[config.mk]
export PLATFORM = sky130hd
export DESIGN_NAME = pp_job_scheduler
export DESIGN_NICKNAME = d
export VERILOG_FILES = /design/src/rtl/pp_job_scheduler.sv
export SDC_FILE = /design/constraint.sdc
export NUM_CORES = 1
export LEC_CHECK = 0
export CORE_UTILIZATION = 40
export DETAILED_ROUTE_END_ITERATION = 12
export PLACE_DENSITY_LB_ADDON = 0.15
export SYNTH_ARGS = -nofsm -noshare
export SYNTH_HDL_FRONTEND = slang
export SYNTH_SLANG_ARGS = --single-unit
[constraint.sdc]
create_clock -name clk -period 4 [get_ports clk]
set_input_delay 0.8 -clock clk [delete_from_list [all_inputs] [get_ports clk]]
set_output_delay 0.8 -clock clk [all_outputs]
set_load 0.02 [all_outputs]
[src/rtl/pp_job_scheduler.sv]
// Round-robin scheduler sharing one packet-processing engine among NUM_REQ
// requesters; launches one job at a time and returns engine or watchdog status.
module pp_job_scheduler #(
   parameter int NUM_REQ     = 4,
   parameter int ID_W        = $clog2(NUM_REQ),
   parameter int TIMEOUT_CYC = 1024
) (
   input  logic                  clk,
   input  logic                  reset,
   input  logic [NUM_REQ-1:0]    req_valid_i,
   output logic [NUM_REQ-1:0]    req_ready_o,
   input  logic [NUM_REQ*32-1:0] req_addr_i,
   input  logic [NUM_REQ-1:0]    req_ign_ecc_i,
   output logic                  pp_start_o,
   output logic [31:0]           pp_addr_hdr_o,
   output logic                  pp_ignore_ecc_err_o,
   input  logic                  pp_busy_i,
   input  logic                  pp_irq_i,
   input  logic                  pp_ecc_corr_i,
   input  logic                  pp_ecc_uncorr_i,
   input  logic                  pp_crc_err_i,
   input  logic [3:0]            pp_byte_cnt_i,
   input  logic [3:0]            pp_type_i,
   output logic                  rsp_valid_o,
   input  logic                  rsp_ready_i,
   output logic [ID_W-1:0]       rsp_id_o,
   output logic [11:0]           rsp_status_o
);

   localparam int CNT_W = $clog2(TIMEOUT_CYC);
   localparam int PW    = ID_W + 1;

   typedef enum logic [1:0] {IDLE, LAUNCH, RUN, RESP} state_t;

   state_t            state, state_nxt;
   logic [ID_W-1:0]   rr_ptr;
   logic [ID_W-1:0]   id_q;
   logic [31:0]       addr_q;
   logic              ign_q;
   logic [CNT_W-1:0]  cnt;
   logic [11:0]       status_q;

   logic [PW-1:0]     scan_idx;
   logic              grant_found;
   logic [ID_W-1:0]   grant_id;
   logic              accept;
   logic              timeout_hit;

   // Scan upward from rr_ptr with wrap; the first pending requester wins.
   always_comb begin
      // NOTE: every combinational output gets a default first, so no path can infer a latch.
      grant_found = 1'b0;
      grant_id    = '0;
      scan_idx    = '0;
      for (int i = 0; i < NUM_REQ; i++) begin
         scan_idx = {1'b0, rr_ptr} + PW'(i);
         if (scan_idx >= PW'(NUM_REQ))
            scan_idx = scan_idx - PW'(NUM_REQ);
         if (!grant_found && req_valid_i[scan_idx[ID_W-1:0]]) begin
            grant_found = 1'b1;
            grant_id    = scan_idx[ID_W-1:0];
         end
      end
   end

   // Gating on reset keeps a requester from seeing an accept the FSM then discards.
   assign accept      = (state == IDLE) && !pp_busy_i && grant_found && !reset;
   assign timeout_hit = (cnt == CNT_W'(TIMEOUT_CYC - 1));

   always_ff @(posedge clk) begin
      // NOTE: sequential state uses non-blocking assignments so every register samples pre-edge values.
      if (reset) state <= IDLE;
      else       state <= state_nxt;
   end

   always_comb begin
      state_nxt = state;
      case (state)
         IDLE:    if (accept) state_nxt = LAUNCH;
         LAUNCH:  state_nxt = RUN;
         RUN:     if (pp_irq_i || timeout_hit) state_nxt = RESP;
         RESP:    if (rsp_ready_i) state_nxt = IDLE;
         default: state_nxt = IDLE;
      endcase
   end

   always_comb begin
      req_ready_o = accept ? (NUM_REQ'(1) << grant_id) : '0;
      pp_start_o  = (state == LAUNCH) && !reset;
      rsp_valid_o = (state == RESP) && !reset;
   end

   always_ff @(posedge clk) begin
      if (reset) begin
         rr_ptr   <= '0;
         id_q     <= '0;
         addr_q   <= '0;
         ign_q    <= 1'b0;
         cnt      <= '0;
         status_q <= '0;
      end else begin
         if (accept) begin
            addr_q <= req_addr_i[{grant_id, 5'b0} +: 32];
            ign_q  <= req_ign_ecc_i[grant_id];
            id_q   <= grant_id;
            rr_ptr <= (grant_id == ID_W'(NUM_REQ - 1)) ? '0 : grant_id + 1'b1;
         end
         if (state == LAUNCH)
            cnt <= '0;
         else if (state == RUN)
            cnt <= cnt + 1'b1;
         // An irq in the timeout cycle still reports the engine's status.
         if (state == RUN) begin
            if (pp_irq_i)
               status_q <= {1'b0, pp_ecc_corr_i, pp_ecc_uncorr_i, pp_crc_err_i,
                            pp_byte_cnt_i, pp_type_i};
            else if (timeout_hit)
               status_q <= 12'h800;
         end
      end
   end

   assign pp_addr_hdr_o       = addr_q;
   assign pp_ignore_ecc_err_o = ign_q;
   assign rsp_id_o            = id_q;
   assign rsp_status_o        = status_q;

endmodule

-- Word level (Yosys, flattened, before mapping)
Cells that the tools add are included.
- add/subtract/negate cells: 9
- magnitude comparators: 9
- eq/ne operators: 8
- shifts and indexed selects: 2
- mux-type cells: 30
- reduce and logical (&&, ||, !) cells: 19
- operators with widths (kind ; number):
    indexed part select 128 x 8 -> 32 bit ; 1
    two-way mux 12 bit ; 2
    two-way mux 2 bit ; 12
    less-than comparator 2 x 3 -> 1 bit, second input constant ; 5
    adder 10 x 1 -> 10 bit, second input constant ; 1
    binary-select mux 1 bit (select 2 bit) ; 5
    == test 10 bit, second input constant ; 1
    greater-or-equal comparator 3 bit, second input constant ; 3
    two-way mux 1 bit ; 9
    logical AND 1 bit ; 8
    one-hot mux 2 bit (4 select lines) ; 1
    subtractor 2 x 1 -> 2 bit, second input constant ; 4
    adder 2 x 2 -> 3 bit, second input constant ; 2
    == test 2 bit, second input constant ; 3
    != test 2 bit, second input constant ; 3
    logical NOT 1 bit ; 5
    two-way mux 4 bit ; 1
    left shift 1 x 2 -> 4 bit, first input constant ; 1
    adder 2 x 1 -> 3 bit, second input constant ; 1
    greater-or-equal comparator 2 x 3 -> 1 bit, second input constant ; 1
    AND reduction 3 bit ; 1
    adder 2 x 1 -> 2 bit, second input constant ; 1
    == test 2 x 1 -> 1 bit, second input constant ; 1
    logical NOT 2 bit ; 1
    4 further kinds ; 4
- bits in registers: 61
- bits of input ports: 152
- output and inout port bits: 53

-- Logic depth before layout (Yosys ltp)
- depth in word-level cells: 18
- mapped depth: 9
- depth with buffers taken out: 7

-- Worst setup path before layout
Ideal clock, no wire load.
- path kind: input -> output
- from: input req_valid_i[0]
- to: output req_ready_o[0]
- data arrival time: 2009 ps
- data required time: 3200 ps
- slack: 1191 ps
- cell stages on the path: 9
- path buffers: 3
- cell sequence: a21oi_1 -> o21ai_2 -> o2bb2a_4 -> buf_6 -> buf_6 -> buf_6 -> inv_1 -> ha_1 -> and2_1
- RTL lines (item ; RTL line ; text):
    from (decl) ; 10 ; input logic [NUM_REQ-1:0] req_valid_i,
    binary-select mux 1 bit (select 2 bit) ; 59 ; if (!grant_found && req_valid_i[scan_idx[ID_W-1:0]]) begin
    two-way mux 1 bit (not written as such) ; 59 ;
    two-way mux 1 bit ; 59 ;
    logical NOT 1 bit ; 59 ;
    logical AND 1 bit ; 59 ;
    two-way mux 1 bit ; 59 ;
    logical NOT 1 bit ; 59 ;
    logical AND 1 bit ; 59 ;
    two-way mux 1 bit ; 59 ;
    logical NOT 1 bit ; 59 ;
    logical AND 1 bit ; 59 ;
    two-way mux 2 bit * ; 59 ;
    named net grant_id[1] ; 45 ; logic [ID_W-1:0] grant_id;
    left shift 1 x 2 -> 4 bit * ; 88 ; req_ready_o = accept ? (NUM_REQ'(1) << grant_id) : '0;
    two-way mux 4 bit * ; 88 ;
    to (decl) ; 11 ; output logic [NUM_REQ-1:0] req_ready_o,
Mark *: on every way through the listed nets, which the timed path passes. The rest lies on a longest branch. The select of a mux whose other input is x is not followed.

-- Worst setup path in the final report
- from: input req_valid_i[3]
- to: output req_ready_o[3]
The elaborated chain is that of the path after synthesis.

==> results.sh <==
export IMPL_outcome="complete, no violations"
export IMPL_slew_viol_final=0
export IMPL_ys_seq_area_frac=0.382
export IMPL_finalNonFillerCells=627
export IMPL_critPathMaxStageDelay_ns=0.59
export IMPL_diodes=0
export IMPL_grt_pass1_vias=3217
export IMPL_drc=0
export IMPL_clock_path_buffers=2
export IMPL_synth_top_family_by_area="multiplexers"
export IMPL_utilization=0.713
export IMPL_relSlewSlack=0.520
export IMPL_post_dp_hpwl_um=8110
export IMPL_synth_compound_area_frac=0.153
export IMPL_clkLatencyLatePin_ns=0.34
export IMPL_whs_ns=0.464
export IMPL_crit_top_cell="clkdlybuf4s50_1"
export IMPL_via_per_inst=5.14
export IMPL_core_um2=7730
export IMPL_first_pass_iters=5
export IMPL_synth_edff_count=0
export IMPL_netlist_area_um2=3190
export IMPL_tns_ns=0
export IMPL_finish_instance_area_um2=5510
export IMPL_finalHoldViolations=0
export IMPL_cts_post_setup_buffers_inserted=0
export IMPL_syn_area_per_cell_um2=9.95
export IMPL_crit_required_ns=3.20
export IMPL_area_delta_synth_final_pct=72.4
export IMPL_critPathKind="in2out"
export IMPL_start_kind="input port"
export IMPL_cp_slowest_cell="clkdlybuf4s50_1"
export IMPL_rows=32
export IMPL_layout_nets=682
export IMPL_endpoint_kind="output pin"
export IMPL_numCtsBuffers=9
export IMPL_synth_simple_area_share=0.126
export IMPL_grtUsageTotal=0.251
export IMPL_antenna_found_initial=0
export IMPL_cts_reportedPaths_clkPinSlew_ns=0.06
export IMPL_crit_fanout=4
export IMPL_yosysWarnings=0
export IMPL_fin_worst_skew_ns=0.00753
export IMPL_layout_drive_gt1_share=0.0590
export IMPL_grt_ovfl_total=0
export IMPL_maxCapViolations=0
export IMPL_dr_total_vias=3223
export IMPL_yosysMostFrequentCell="mux2i_1"
export IMPL_p_per_area_nw_per_um2=444
export IMPL_synth_top_area_frac=0.382
export IMPL_die_area_um2=8350
export IMPL_synthXorXnorAreaFrac=0.0219
export IMPL_syn_inst=321
export IMPL_synthMuxAreaShare=0.222
export IMPL_drt_initial_drc_count=74
export IMPL_initial_utilization=0.413
export IMPL_async_reset_ff_frac=0
export IMPL_crit_chain="clkdlybuf4s50_1 > inv_1 > and3_1 > or3_4 > inv_2 > ha_1 > and2_1 > clkdlybuf4s50_1"
export IMPL_cts_repair_resized=0
export IMPL_cts_max_level=3
export IMPL_max_vdd_ir_drop_uv=358
export IMPL_gp_congestion=0.719
export IMPL_pin_count=205
export IMPL_synth_top_area_cell="dfxtp_1"
export IMPL_synth_cell_types=37
export IMPL_ant_nets=0
export IMPL_yosys_top_cells_count="mux2i_1 (71), dfxtp_1 (61), nand2_1 (38)"
export IMPL_hp_class="reg2reg"
export IMPL_fmax_mhz=268
export IMPL_grt_pass1_wl_um=16300
export IMPL_arrival_ns=2.94
export IMPL_drt_total_wl_um=10500
export IMPL_routedWlPerCell_um=16.8
export IMPL_grt_max_degree=41
export IMPL_clock_sinks=61
export IMPL_io_buffers=204
export IMPL_nFillCells=609
export IMPL_yosys_area_share_adder=0.0392
export IMPL_root_buffer="clkbuf_8"
export IMPL_cpLargestDelayFamily="buffers and inverters"
export IMPL_synth_fp_nets=483
export IMPL_synth_area_leaders="dfxtp_1 (38%), mux2i_1 (22%), o221ai_1 (9.0%)"
export IMPL_ys_ff_latch=61
export IMPL_ctsHoldBuffers=0
export IMPL_worstMarginPinSlew_ns=0.717
export IMPL_fp_dieH_um=91.4
export IMPL_postPlaceCellArea_um2=5280
export IMPL_ys_flop_type="dfxtp_1"
export IMPL_cp_num_buf_inv=4
export IMPL_dpl_cell_count=611
export IMPL_setup_violations=0
export IMPL_grt_setup_unrepaired="false"
export IMPL_p_leak_nw=2.07
export IMPL_period_share=0.934
export IMPL_fin_crit_ns=3.74
export IMPL_die_x_um=91.4
export IMPL_cts_tree="built"
[final timing paths]
kind	cells past startpoint	to	slack (ns)	start
worst min register to register	2	pp_addr_hdr_o[7]$_SDFFE_PP0P_	0.46	pp_addr_hdr_o[7]$_SDFFE_PP0P_
worst min-delay path	2	pp_addr_hdr_o[7]$_SDFFE_PP0P_	0.46	pp_addr_hdr_o[7]$_SDFFE_PP0P_
worst max register to register	7	pp_addr_hdr_o[19]$_SDFFE_PP0P_	1.80	state[0]$_SDFFE_PP0P_
worst max-delay path	8	req_ready_o[3]	0.26	req_valid_i[3]
[layout by cell type, fill, tap and decap left out, types with 2 or more instances in the layout]
master,netlist,final
a211oi_1,2,2
a21oi_1,5,5
a22o_1,11,11
and2_1,4,4
and4_1,2,2
buf_4,1,6
bufinv_16,0,2
clkbuf_8,0,11
clkdlybuf4s50_1,0,204
clkinv_2,0,2
dfxtp_1,61,61
ha_1,10,10
inv_1,6,6
mux2i_1,71,71
nand2_1,38,38
nand2b_1,2,2
nand4_1,3,3
nor2_1,20,19
nor2b_1,5,5
o221ai_1,33,33
or3_1,2,2
xnor2_1,3,3
xor2_1,5,5
[per-layer routing]
| metal | global-route usage | part of all wire | up-vias |
|---|---|---|---|
| met5 | 0 | 0 | - |
| met4 | 0.0847 | 0.016 | 0 |
| met3 | 0.0595 | 0.056 | 15 |
| met2 | 0.454 | 0.51 | 119 |
| met1 | 0.287 | 0.42 | 1507 |
| li1 | - | - | 1582 |
[flip-flops by register name (all words and copies together) (netlist names)]
| register | count |
|---|---|
| pp_addr_hdr_o | 32 |
| rsp_status_o | 12 |
| cnt | 10 |
| rr_ptr | 2 |
| rsp_id_o | 2 |
| state | 2 |
| pp_ignore_ecc_err_o | 1 |
[area by class of cell]
type	instances	area (µm²)	share of cell area
clock buffer	12	155	0.0282
sequential	61	1220	0.222
clock inverter	4	70.1	0.0127
tap	102	128	0.0232
timing repair buffer	211	2110	0.383
inverter	7	26.3	0.00477
multi-input combinational	230	1800	0.327
[kinds of logic after synthesis]
group / count (synthesis)
xor+xnor: 8
simple gates: 84
fa+ha+maj: 10
mux: 71
buf+inv: 30
flops: 61
compound gates: 57
[report_power, final]
part	switching (W)	total (W)	internal [W]
Clock	0.000234	0.000617	0.000383
Sequential	0.0000709	0.000805	0.000734
Combinational	0.000489	0.00102	0.000533
[worst register-to-register path: stages (launching register included)]
cell,delay [ns]
dfxtp_1,0.34
inv_1,0.11
ha_1,0.21
nor4b_2,0.37
buf_4,0.25
nand2_1,0.36
buf_12,0.31
o221ai_1,0.16
[through the flow]
step | total power, W | setup slack, ns
floorplan | 0.00137 | 1.19
global placement | 0.00182 | 0.311
detailed placement | 0.00184 | 0.261
CTS | 0.00247 | 0.258
global route | 0.00257 | 0.168
finish | 0.00244 | 0.263
(Power assumes the default switching activity.)
